File: src/rtl/instr_fetch_sequencer_if.sv
`default_nettype none
// ============================================================================
//  Module      : instr_fetch_sequencer_if
//  Description : Bundle of the instruction-memory read port and the
//                instruction valid/ready channel to the decoder.
//                master = fetch sequencer, slave = memory + decoder side.
//  Revision    : 1.0 - initial release
// ============================================================================
interface instr_fetch_sequencer_if #(
  parameter int INSTR_WIDTH = 28,
  parameter int IMEM_AWIDTH = 10
) ();

  // Instruction memory read port (synchronous read, data one cycle later)
  logic                   imem_rd_en;
  logic [IMEM_AWIDTH-1:0] imem_addr;
  logic [INSTR_WIDTH-1:0] imem_rd_data;

  // Instruction channel to the decoder
  logic [INSTR_WIDTH-1:0] instr_out;
  logic                   instr_valid;
  logic                   instr_ready;

  modport master (
    output imem_rd_en,
    output imem_addr,
    input  imem_rd_data,
    output instr_out,
    output instr_valid,
    input  instr_ready
  );

  modport slave (
    input  imem_rd_en,
    input  imem_addr,
    output imem_rd_data,
    input  instr_out,
    input  instr_valid,
    output instr_ready
  );

endinterface
`default_nettype wire

File: src/rtl/instr_fetch_sequencer.sv
`default_nettype none
// ============================================================================
//  Module      : instr_fetch_sequencer
//  Description : Walks a program in instruction memory from a host-supplied
//                PC, one instruction per FETCH/LOAD/ISSUE round, and hands
//                each word to the decoder over valid/ready. Stops after the
//                END_CHAIN opcode is accepted and pulses done.
//  Revision    : 1.0 - initial release
// ============================================================================
module instr_fetch_sequencer #(
  parameter int INSTR_WIDTH  = 28,
  parameter int OPCODE_WIDTH = 4,
  parameter int IMEM_AWIDTH  = 10,
  parameter int END_OPCODE   = 12
) (
  input  logic                   clk,
  input  logic                   resetn,
  input  logic                   start_i,
  input  logic [IMEM_AWIDTH-1:0] start_pc_i,
  input  logic                   abort_i,
  instr_fetch_sequencer_if.master bus,
  output logic                   busy_o,
  output logic                   done_o,
  output logic                   pc_wrap_o,
  output logic [IMEM_AWIDTH-1:0] pc_out_o
);

  localparam logic [OPCODE_WIDTH-1:0] c_END_OP = OPCODE_WIDTH'(END_OPCODE);
  localparam logic [IMEM_AWIDTH-1:0]  c_PC_ONE = IMEM_AWIDTH'(1);

  typedef enum logic [2:0] {
    S_IDLE  = 3'd0,
    S_FETCH = 3'd1,
    S_LOAD  = 3'd2,
    S_ISSUE = 3'd3,
    S_DONE  = 3'd4
  } state_t;

  state_t                 state_q;
  logic [IMEM_AWIDTH-1:0] pc_q;
  logic [IMEM_AWIDTH-1:0] pc_d;
  logic [INSTR_WIDTH-1:0] instr_q;
  logic                   instr_valid_q;
  logic                   imem_rd_en_q;
  logic                   busy_q;
  logic                   done_q;
  logic                   pc_wrap_q;
  logic                   is_end_d;
  logic                   pc_last_d;

  // Sequential address wraps naturally at 2^IMEM_AWIDTH.
  assign pc_d      = pc_q + c_PC_ONE;
  assign is_end_d  = (instr_q[INSTR_WIDTH-1 -: OPCODE_WIDTH] == c_END_OP);
  assign pc_last_d = &pc_q;

  // Sequencer FSM: all outputs are registered so the decoder and memory
  // see glitch-free strobes; abort from any busy state drops to IDLE while
  // keeping pc/instr_out/pc_wrap for host inspection.
  always_ff @(posedge clk or negedge resetn) begin
    if (!resetn) begin
      state_q       <= S_IDLE;
      pc_q          <= '0;
      instr_q       <= '0;
      instr_valid_q <= 1'b0;
      imem_rd_en_q  <= 1'b0;
      busy_q        <= 1'b0;
      done_q        <= 1'b0;
      pc_wrap_q     <= 1'b0;
    end else begin
      // Single-cycle strobes default low.
      imem_rd_en_q <= 1'b0;
      done_q       <= 1'b0;

      case (state_q)
        S_IDLE: begin
          if (start_i && !abort_i) begin
            pc_q         <= start_pc_i;
            pc_wrap_q    <= 1'b0;
            imem_rd_en_q <= 1'b1;
            busy_q       <= 1'b1;
            state_q      <= S_FETCH;
          end
        end

        S_FETCH: begin
          if (abort_i) begin
            busy_q  <= 1'b0;
            state_q <= S_IDLE;
          end else begin
            state_q <= S_LOAD;
          end
        end

        S_LOAD: begin
          if (abort_i) begin
            busy_q  <= 1'b0;
            state_q <= S_IDLE;
          end else begin
            instr_q       <= bus.imem_rd_data;
            instr_valid_q <= 1'b1;
            state_q       <= S_ISSUE;
          end
        end

        S_ISSUE: begin
          if (abort_i) begin
            // A coincident handshake still counts on the decoder side, but
            // the chain stops here with no done pulse and pc left as-is.
            instr_valid_q <= 1'b0;
            busy_q        <= 1'b0;
            state_q       <= S_IDLE;
          end else if (bus.instr_ready) begin
            instr_valid_q <= 1'b0;
            if (is_end_d) begin
              done_q  <= 1'b1;
              state_q <= S_DONE;
            end else begin
              pc_q         <= pc_d;
              imem_rd_en_q <= 1'b1;
              if (pc_last_d) begin
                pc_wrap_q <= 1'b1;
              end
              state_q <= S_FETCH;
            end
          end
        end

        S_DONE: begin
          busy_q  <= 1'b0;
          state_q <= S_IDLE;
        end

        default: begin
          instr_valid_q <= 1'b0;
          busy_q        <= 1'b0;
          state_q       <= S_IDLE;
        end
      endcase
    end
  end

  assign bus.imem_rd_en  = imem_rd_en_q;
  assign bus.imem_addr   = pc_q;
  assign bus.instr_out   = instr_q;
  assign bus.instr_valid = instr_valid_q;

  assign busy_o    = busy_q;
  assign done_o    = done_q;
  assign pc_wrap_o = pc_wrap_q;
  assign pc_out_o  = pc_q;

endmodule
`default_nettype wire

File: src/flat_wrapper.sv
// flat-port wrapper written by rule: the top's interface ports become plain ports
module instr_fetch_sequencer_flat 
#(
  parameter int INSTR_WIDTH  = 28,
  parameter int OPCODE_WIDTH = 4,
  parameter int IMEM_AWIDTH  = 10,
  parameter int END_OPCODE   = 12
)
  (clk, resetn, start_i, start_pc_i, abort_i, busy_o, done_o, pc_wrap_o, pc_out_o, bus_imem_rd_en, bus_imem_addr, bus_imem_rd_data, bus_instr_out, bus_instr_valid, bus_instr_ready);
  instr_fetch_sequencer_if #(.INSTR_WIDTH(INSTR_WIDTH), .IMEM_AWIDTH(IMEM_AWIDTH)) bus_i ();
  input  logic clk;
  input  logic resetn;
  input  logic start_i;
  input  logic [IMEM_AWIDTH-1:0] start_pc_i;
  input  logic abort_i;
  output logic busy_o;
  output logic done_o;
  output logic pc_wrap_o;
  output logic [IMEM_AWIDTH-1:0] pc_out_o;
  output wire logic [$bits(bus_i.imem_rd_en)-1:0] bus_imem_rd_en;
  output wire logic [$bits(bus_i.imem_addr)-1:0] bus_imem_addr;
  input wire logic [$bits(bus_i.imem_rd_data)-1:0] bus_imem_rd_data;
  output wire logic [$bits(bus_i.instr_out)-1:0] bus_instr_out;
  output wire logic [$bits(bus_i.instr_valid)-1:0] bus_instr_valid;
  input wire logic [$bits(bus_i.instr_ready)-1:0] bus_instr_ready;
  assign bus_imem_rd_en = bus_i.imem_rd_en;
  assign bus_imem_addr = bus_i.imem_addr;
  assign bus_i.imem_rd_data = bus_imem_rd_data;
  assign bus_instr_out = bus_i.instr_out;
  assign bus_instr_valid = bus_i.instr_valid;
  assign bus_i.instr_ready = bus_instr_ready;
  instr_fetch_sequencer #(.INSTR_WIDTH(INSTR_WIDTH), .OPCODE_WIDTH(OPCODE_WIDTH), .IMEM_AWIDTH(IMEM_AWIDTH), .END_OPCODE(END_OPCODE)) u_core (.clk(clk), .resetn(resetn), .start_i(start_i), .start_pc_i(start_pc_i), .abort_i(abort_i), .bus(bus_i), .busy_o(busy_o), .done_o(done_o), .pc_wrap_o(pc_wrap_o), .pc_out_o(pc_out_o));
endmodule
File: config.mk
export PLATFORM = sky130hd
export DESIGN_NAME = instr_fetch_sequencer_flat
export DESIGN_NICKNAME = d
export VERILOG_FILES = /design/src/rtl/instr_fetch_sequencer_if.sv /design/src/rtl/instr_fetch_sequencer.sv /design/src/flat_wrapper.sv
export SDC_FILE = /design/constraint.sdc
export NUM_CORES = 1
export LEC_CHECK = 0
export ABC_AREA = 0
export BUFFER_PORTS_ARGS = -buffer_cell sky130_fd_sc_hd__buf_4
export CORE_MARGIN = 5
export CORE_UTILIZATION = 41
export DETAILED_ROUTE_END_ITERATION = 7
export HOLD_SLACK_MARGIN = 0.15
export PLACE_DENSITY = 0.77
export SYNTH_ARGS = -nofsm -noshare
export SYNTH_HDL_FRONTEND = slang
export SYNTH_SLANG_ARGS = --single-unit
File: constraint.sdc
create_clock -name clk -period 4.03 [get_ports clk]
set_input_delay 0.6045 -clock clk [delete_from_list [all_inputs] [get_ports clk]]
set_output_delay 0.6045 -clock clk [all_outputs]
set_load 0.01 [all_outputs]
==> results of run 1 <==
## kinds of logic after synthesis
logic type | after synthesis | synth area share, %
DFF | 46 | 54.2
and+or+nand+nor | 42 | 11.5
AOI/OAI and AO/OA | 40 | 12.1
muxes | 29 | 15.3
buffers and inverters | 23 | 6.25
adders and majority gates | 1 | 0.589
## worst max-delay path by stage
stage / start / end / cells past startpoint
finish: u_core.state_q[1]$_DFFE_PN0P_ / u_core.bus.instr_out[3]$_DFFE_PN0P_ / 3
global route: u_core.state_q[2]$_DFFE_PN0P_ / u_core.bus.imem_addr[4]$_DFFE_PN0P_ / 4
CTS: u_core.state_q[1]$_DFFE_PN0P_ / u_core.bus.instr_out[3]$_DFFE_PN0P_ / 3
detailed placement: abort_i / u_core.bus.instr_out[3]$_DFFE_PN0P_ / 4
global placement: abort_i / u_core.bus.instr_out[16]$_DFFE_PN0P_ / 4
floorplan: abort_i / u_core.bus.instr_out[10]$_DFFE_PN0P_ / 4
## report_power, final
part	switching [µW]	internal [µW]	total, µW
combinational	260	345	605
sequential	121	597	719
clock	153	138	291
total	535	1080	1610
## final cells by class
type | count | share of cell area [%]
flip-flops and latches | 46 | 39.7
multi-input cells | 112 | 28.9
repair buffers | 95 | 24.6
well taps | 70 | 3.02
clock buffers | 6 | 2.85
inverters | 4 | 0.517
clock inverters | 2 | 0.431
## critical path: cells and delay by family (launching register included)
kind | cells | cell delay, ns
flip-flops | 1 | 0.50
AND/OR/NAND/NOR | 2 | 1.06
multiplexers | 1 | 0.42
## layer usage
| metal | GRT usage (%) | vias to the layer above |
|---|---|---|
| met1 | 19.1 | 801 |
| met5 | 0 | - |
| met2 | 26.6 | 100 |
| met4 | 3.82 | 0 |
| met3 | 7.02 | 5 |
| li1 | - | 812 |
## through the flow
step           area, µm²  utilization (%)  worst slack, ns  std cells  hold slack [ns]
2_1_floorplan       2120                -             2.14        181            0.309
3_3_place_gp        2810             55.3             1.72        327            0.477
3_5_place_dp        2810             55.3             1.70        327            0.477
4_1_cts             2900             57.2             1.91        335            0.322
5_1_grt             2900             57.2             1.78        335            0.345
6_report            2900             57.2             1.94        335            0.302
## synth_stat cells, types with 2 or more instances
| cell | instances |
|---|---|
| mux2_1 | 2 |
| clkbuf_1 | 3 |
| a31oi_1 | 3 |
| nand2_1 | 5 |
| dfrtp_1 | 46 |
| o21ai_0 | 10 |
| o32ai_1 | 2 |
| buf_4 | 11 |
| buf_2 | 4 |
| nand4_1 | 3 |
| inv_1 | 4 |
| o31ai_1 | 2 |
| and3_1 | 3 |
| nor2_1 | 8 |
| nor3_1 | 5 |
| mux2_2 | 26 |
| nand3_1 | 5 |
| nor4_1 | 3 |
| a21oi_1 | 11 |
| o21a_1 | 3 |
## registers in the layout, summed over array words and instances (netlist names)
| signal | count |
|---|---|
| u_core.bus.instr_out | 28 |
| u_core.state_q | 3 |
| u_core.done_o | 1 |
| u_core.pc_wrap_o | 1 |
| u_core.bus.imem_rd_en | 1 |
| u_core.busy_o | 1 |
| u_core.bus.instr_valid | 1 |
| u_core.bus.imem_addr | 10 |
## cells in the final DEF (no fill, tap or decap), types with 4 or more instances in the layout
cell type and n:
a21oi_1 11, buf_4 95, clkbuf_8 6, dfrtp_1 46, inv_1 4, mux2_2 26, nand2_1 5, nand3_1 5
nor2_1 8, nor3_1 5, o21ai_0 10
==> results.yml, run 1 <==
cts:
  post-cts-setup-buffer-count: 0
  numCtsBuffers: 5
  cts_tree: "yes"
  post_cts_resized: 0
  clkTransAtPathRegs_ns: 0.09
  cts_sinks: 46
  cts_root_buf: "clkbuf_8"
  cts_max_level: 2
  worstSkewPairLatency_ns: 0.29
  hold_buffers: 0
  clockBufferDepth: 2
layout:
  drive_above_1_share_pct: 50.2
  multi_input_area_um2: 840
  antenna_cells: 0
  fillers: 458
  layout.nets: 308
  syn_to_final_growth_pct: 36.7
  seq_area_um2: 1150
synthesis:
  syn-instance-count: 181
  synth_area_um2: 2120
  ys.flop_type: "dfrtp_1"
  async_flop_share_pct: 100
  yosysSeqAreaShare_pct: 54.2
  netlist_top_cells_area: "dfrtp_1 54%, mux2_2 14%, buf_4 3.9%, a21oi_1 2.6%, o21ai_0 2.4%"
  synth_top_area_share_pct: 54.2
  yosys.area.top_type: "dfrtp_1"
  synth-seq-cells: 46
  synth_area_per_cell_um2: 11.7
  yosysUniqueCellTypes: 42
  syn-num-nets: 225
  yosysWarnings: 0
  synth-edff-count: 0
global_routing:
  grt_max_degree: 47
  grt_first_pass_wirelength_um: 8360
  grt_pass1_vias: 1782
  grt_antenna_before_repair: 0
  grt_util_all_layers_pct: 16.0
  grt_overflow: 0
placement:
  port_buffers: 95
  hpwl_um: 3880
  gp_congestion: 0.881
setup_path:
  cp-start-kind: "flip-flop"
  crit_type: "reg -> reg"
  timing.rr.start: "u_core.state_q[1]$_DFFE_PN0P_"
  cp_max_fo: 28
  worstRegToRegCells: 3
  path_cells: "or3b_4 > nor2_4 > mux2_2"
  cp-end-kind: "flip-flop"
  crit_required_ns: 4.21
  crit_slowest_cell: "nor2_4"
  crit_arrival_ns: 2.28
  max_stage_delay_ns: 0.61
  r2r_end: "u_core.bus.instr_out[3]$_DFFE_PN0P_"
  r2r_setup_slack_ns: 1.94
pwr:
  total_power_uw: 1610
  ir_worst_vdd_v: 0.000295
  leakage_uw: 0.00133
  powerDensity_nw_per_um2: 557
sta:
  period_needed_ns: 2.09
  fin_crit_sh_pct: 52.0
  worst_slew_pin_slew_ns: 0.784
  max-slew-margin-rel_pct: 47.6
  fin_tns_setup_ns: 0
  clock-skew-final_ns: 0.00426
  setup_viol_count_final: 0
  rsz0062_at_grt: "no"
  hold_violations: 0
  clock.fmax_mhz: 477
  slew_violations: 0
run:
  cap_viol_max_count: 0
route:
  totalWireLength_um: 5230
  drtAntennaViolNets: 0
  first_pass_iters: 4
  drc: 0
  met2_length_um: 2470
  routed.top_layer: "met4"
  wire_per_inst_um: 15.6
  wl_met1_um: 2050
  via_count: 1718
  met3WireLength_um: 667
  viasPerCell: 5.13
  drt_iter0_markers: 96
hold_path:
  hold_class: "in -> async"
floorplanning:
  die_area_um2: 6720
  num_rows: 26
  io_pins: 96
  die_h_um: 82.0
  die_x_um: 82.0
  core_um2: 5070
  initial_core_util_pct: 41.8
status:
  outcome: "completed"
Note: power is estimated with default switching activity, not from simulation.
==> inputs of run 2 (changes only) <==
- PLACE_DENSITY: 0.77 -> 0.8
- clock period: 4.03 -> 1.8 ns (I/O delays scaled with it)
==> results.yml, run 2 (synthesized netlist as in run 1, its figures left out) <==
route:
  wire_per_inst_um: 15.5
  totalWireLength_um: 5330
  drtAntennaViolNets: 0
  drc: 0
  first_pass_iters: 4
  via_count: 1774
  drt_iter0_markers: 52
  viasPerCell: 5.17
layout:
  mostFrequentLayoutCell: "buf_4"
  instances_no_fill: 343
  antenna_cells: 0
  drive_above_1_share_pct: 51.3
  largest_reg_flops: 28
  fillers: 442
  seq_area_um2: 1150
  multi_input_area_um2: 842
  layout_common_cells: "101 x buf_4, 46 x dfrtp_1, 26 x mux2_2, 11 x a21oi_1, 10 x o21ai_0"
  layout.nets: 316
  syn_to_final_growth_pct: 41.0
floorplanning:
  num_rows: 26
  io_pins: 96
  die_x_um: 82.0
  die_h_um: 82.0
  initial_core_util_pct: 41.8
  die_area_um2: 6720
  core_um2: 5070
cts:
  numCtsBuffers: 5
  cts_sinks: 46
  cts_root_buf: "clkbuf_8"
  clockBufferDepth: 2
  cts_max_level: 2
  clkTransAtPathRegs_ns: 0.09
  cts_tree: "yes"
  worstSkewPairLatency_ns: 0.30
setup_path:
  max_stage_delay_ns: 0.43
  path_cells: "or3b_4 > or3b_4 > o31ai_2 > a21oi_1"
  path_buf_inv: 0
  crit_slowest_cell: "or3b_4"
  crit_end: "u_core.bus.imem_addr[9]$_DFFE_PN0P_"
  crit_family: "simple AND/OR/NAND/NOR gates"
  crit_required_ns: 1.99
  crit_arrival_ns: 1.86
  cp-start-kind: "flip-flop"
  cp_max_fo: 6
  r2r_end: "u_core.bus.imem_addr[9]$_DFFE_PN0P_"
  cp-end-kind: "flip-flop"
  cpMostUsedCell: "or3b_4"
  worstRegToRegCells: 4
  path_depth: 4
  crit_type: "reg -> reg"
  crit_start: "u_core.state_q[2]$_DFFE_PN0P_"
  timing.rr.start: "u_core.state_q[2]$_DFFE_PN0P_"
  r2r_setup_slack_ns: 0.12
placement:
  gp_congestion: 0.859
  place_inst: 334
  hpwl_um: 3970
  port_buffers: 95
pwr:
  total_power_uw: 3740
  powerDensity_nw_per_um2: 1250
  ir_worst_vdd_v: 0.000774
  leakage_uw: 0.00138
global_routing:
  met3_usage_pct: 8.77
  grt_pass1_vias: 1905
  grt_overflow: 0
  met2_usage_pct: 28.6
  grt_first_pass_wirelength_um: 8670
  grt_util_all_layers_pct: 16.8
  grt_antenna_before_repair: 0
  grt_max_degree: 47
  top_usage_layer: "met2"
  grt_util_met1_pct: 18.2
sta:
  hold_violations: 0
  fin_crit_sh_pct: 93.3
  period_needed_ns: 1.68
  clock.fmax_mhz: 596
  slew_violations: 0
  worst_slew_pin_slew_ns: 0.581
  setup_viol_count_final: 0
  max-slew-margin-rel_pct: 61.2
  fin_tns_setup_ns: 0
  rsz0062_at_grt: "no"
  clock-skew-final_ns: 0.00915
run:
  cap_viol_max_count: 0
status:
  outcome: "completed"
hold_path:
  hold_class: "in -> reg"
-- run 2: cell types whose count changed in the layout (fill, tap and decap cells not counted) --
cell and change:
buf_12 +1, buf_4 +6, clkbuf_1 +1, clkbuf_8 -1, bufinv_16 +1, dlygate4sd3_1 +1, or3b_1 -1, or3b_4 +1
clkinv_2 -1
-- run 2: layer usage --
metal	wire length, µm	up-vias	part of all wire, %
met3	650	5	12
met4	51	0	0.96
met1	2070	857	39
li1	-	830	-
met5	0	-	0
met2	2550	82	48
-- run 2: through the flow --
| step | cell area (µm²) | hold slack, ns | setup slack [ns] | utilization [%] |
|---|---|---|---|---|
| 2_1_floorplan | 2120 | -0.0256 | 0.0538 | - |
| 3_3_place_gp | 2870 | 0.315 | 0.0865 | 56.6 |
| 3_5_place_dp | 2870 | 0.315 | 0.0747 | 56.6 |
| 4_1_cts | 2990 | 0.179 | 0.0560 | 58.9 |
| 5_1_grt | 2990 | 0.183 | 0.0480 | 59.0 |
| 6_report | 2990 | 0.189 | 0.121 | 59.0 |
-- run 2: worst min path at each step --
stage,to,from,cells after the start
final,u_core.bus.instr_out[11]$_DFFE_PN0P_,bus_imem_rd_data[11],2
after floorplan,u_core.bus.imem_addr[0]$_DFFE_PN0P_,resetn,0
after detailed placement,u_core.bus.instr_out[10]$_DFFE_PN0P_,resetn,1
after global routing,u_core.bus.instr_out[22]$_DFFE_PN0P_,bus_imem_rd_data[22],2
after CTS,u_core.bus.instr_out[11]$_DFFE_PN0P_,bus_imem_rd_data[11],2
after global placement,u_core.bus.instr_out[10]$_DFFE_PN0P_,resetn,1
-- run 2: power breakdown --
part	switching [µW]	internal (µW)	total [µW]
Sequential	255	1340	1590
Clock	354	415	769
Combinational	592	791	1380
-- run 2: timing repair --
action / CTS / global route
endpoints found under the setup margin: 0 / 3
hold endpoints to repair: 46 / 0
gates resized for setup: 0 / 1
hold buffers: 1 / 0
setup buffers: 0 / 0
-- run 2: area by class of cell --
cell class / instances / share of cell area (%)
sequential: 46 / 38.4
inverter: 4 / 0.501
timing repair buffer: 103 / 26.3
tap: 70 / 2.93
clock inverter: 2 / 1.25
multi-input combinational: 112 / 28.1
clock buffer: 6 / 2.42
-- run 2: worst reg2reg max path, delay by kind of cell, from the launching register on --
kind,cells,cell delay (ns)
AO/OA/AOI/OAI,2,0.32
flip-flops,1,0.39
AND/OR/NAND/NOR,2,0.86
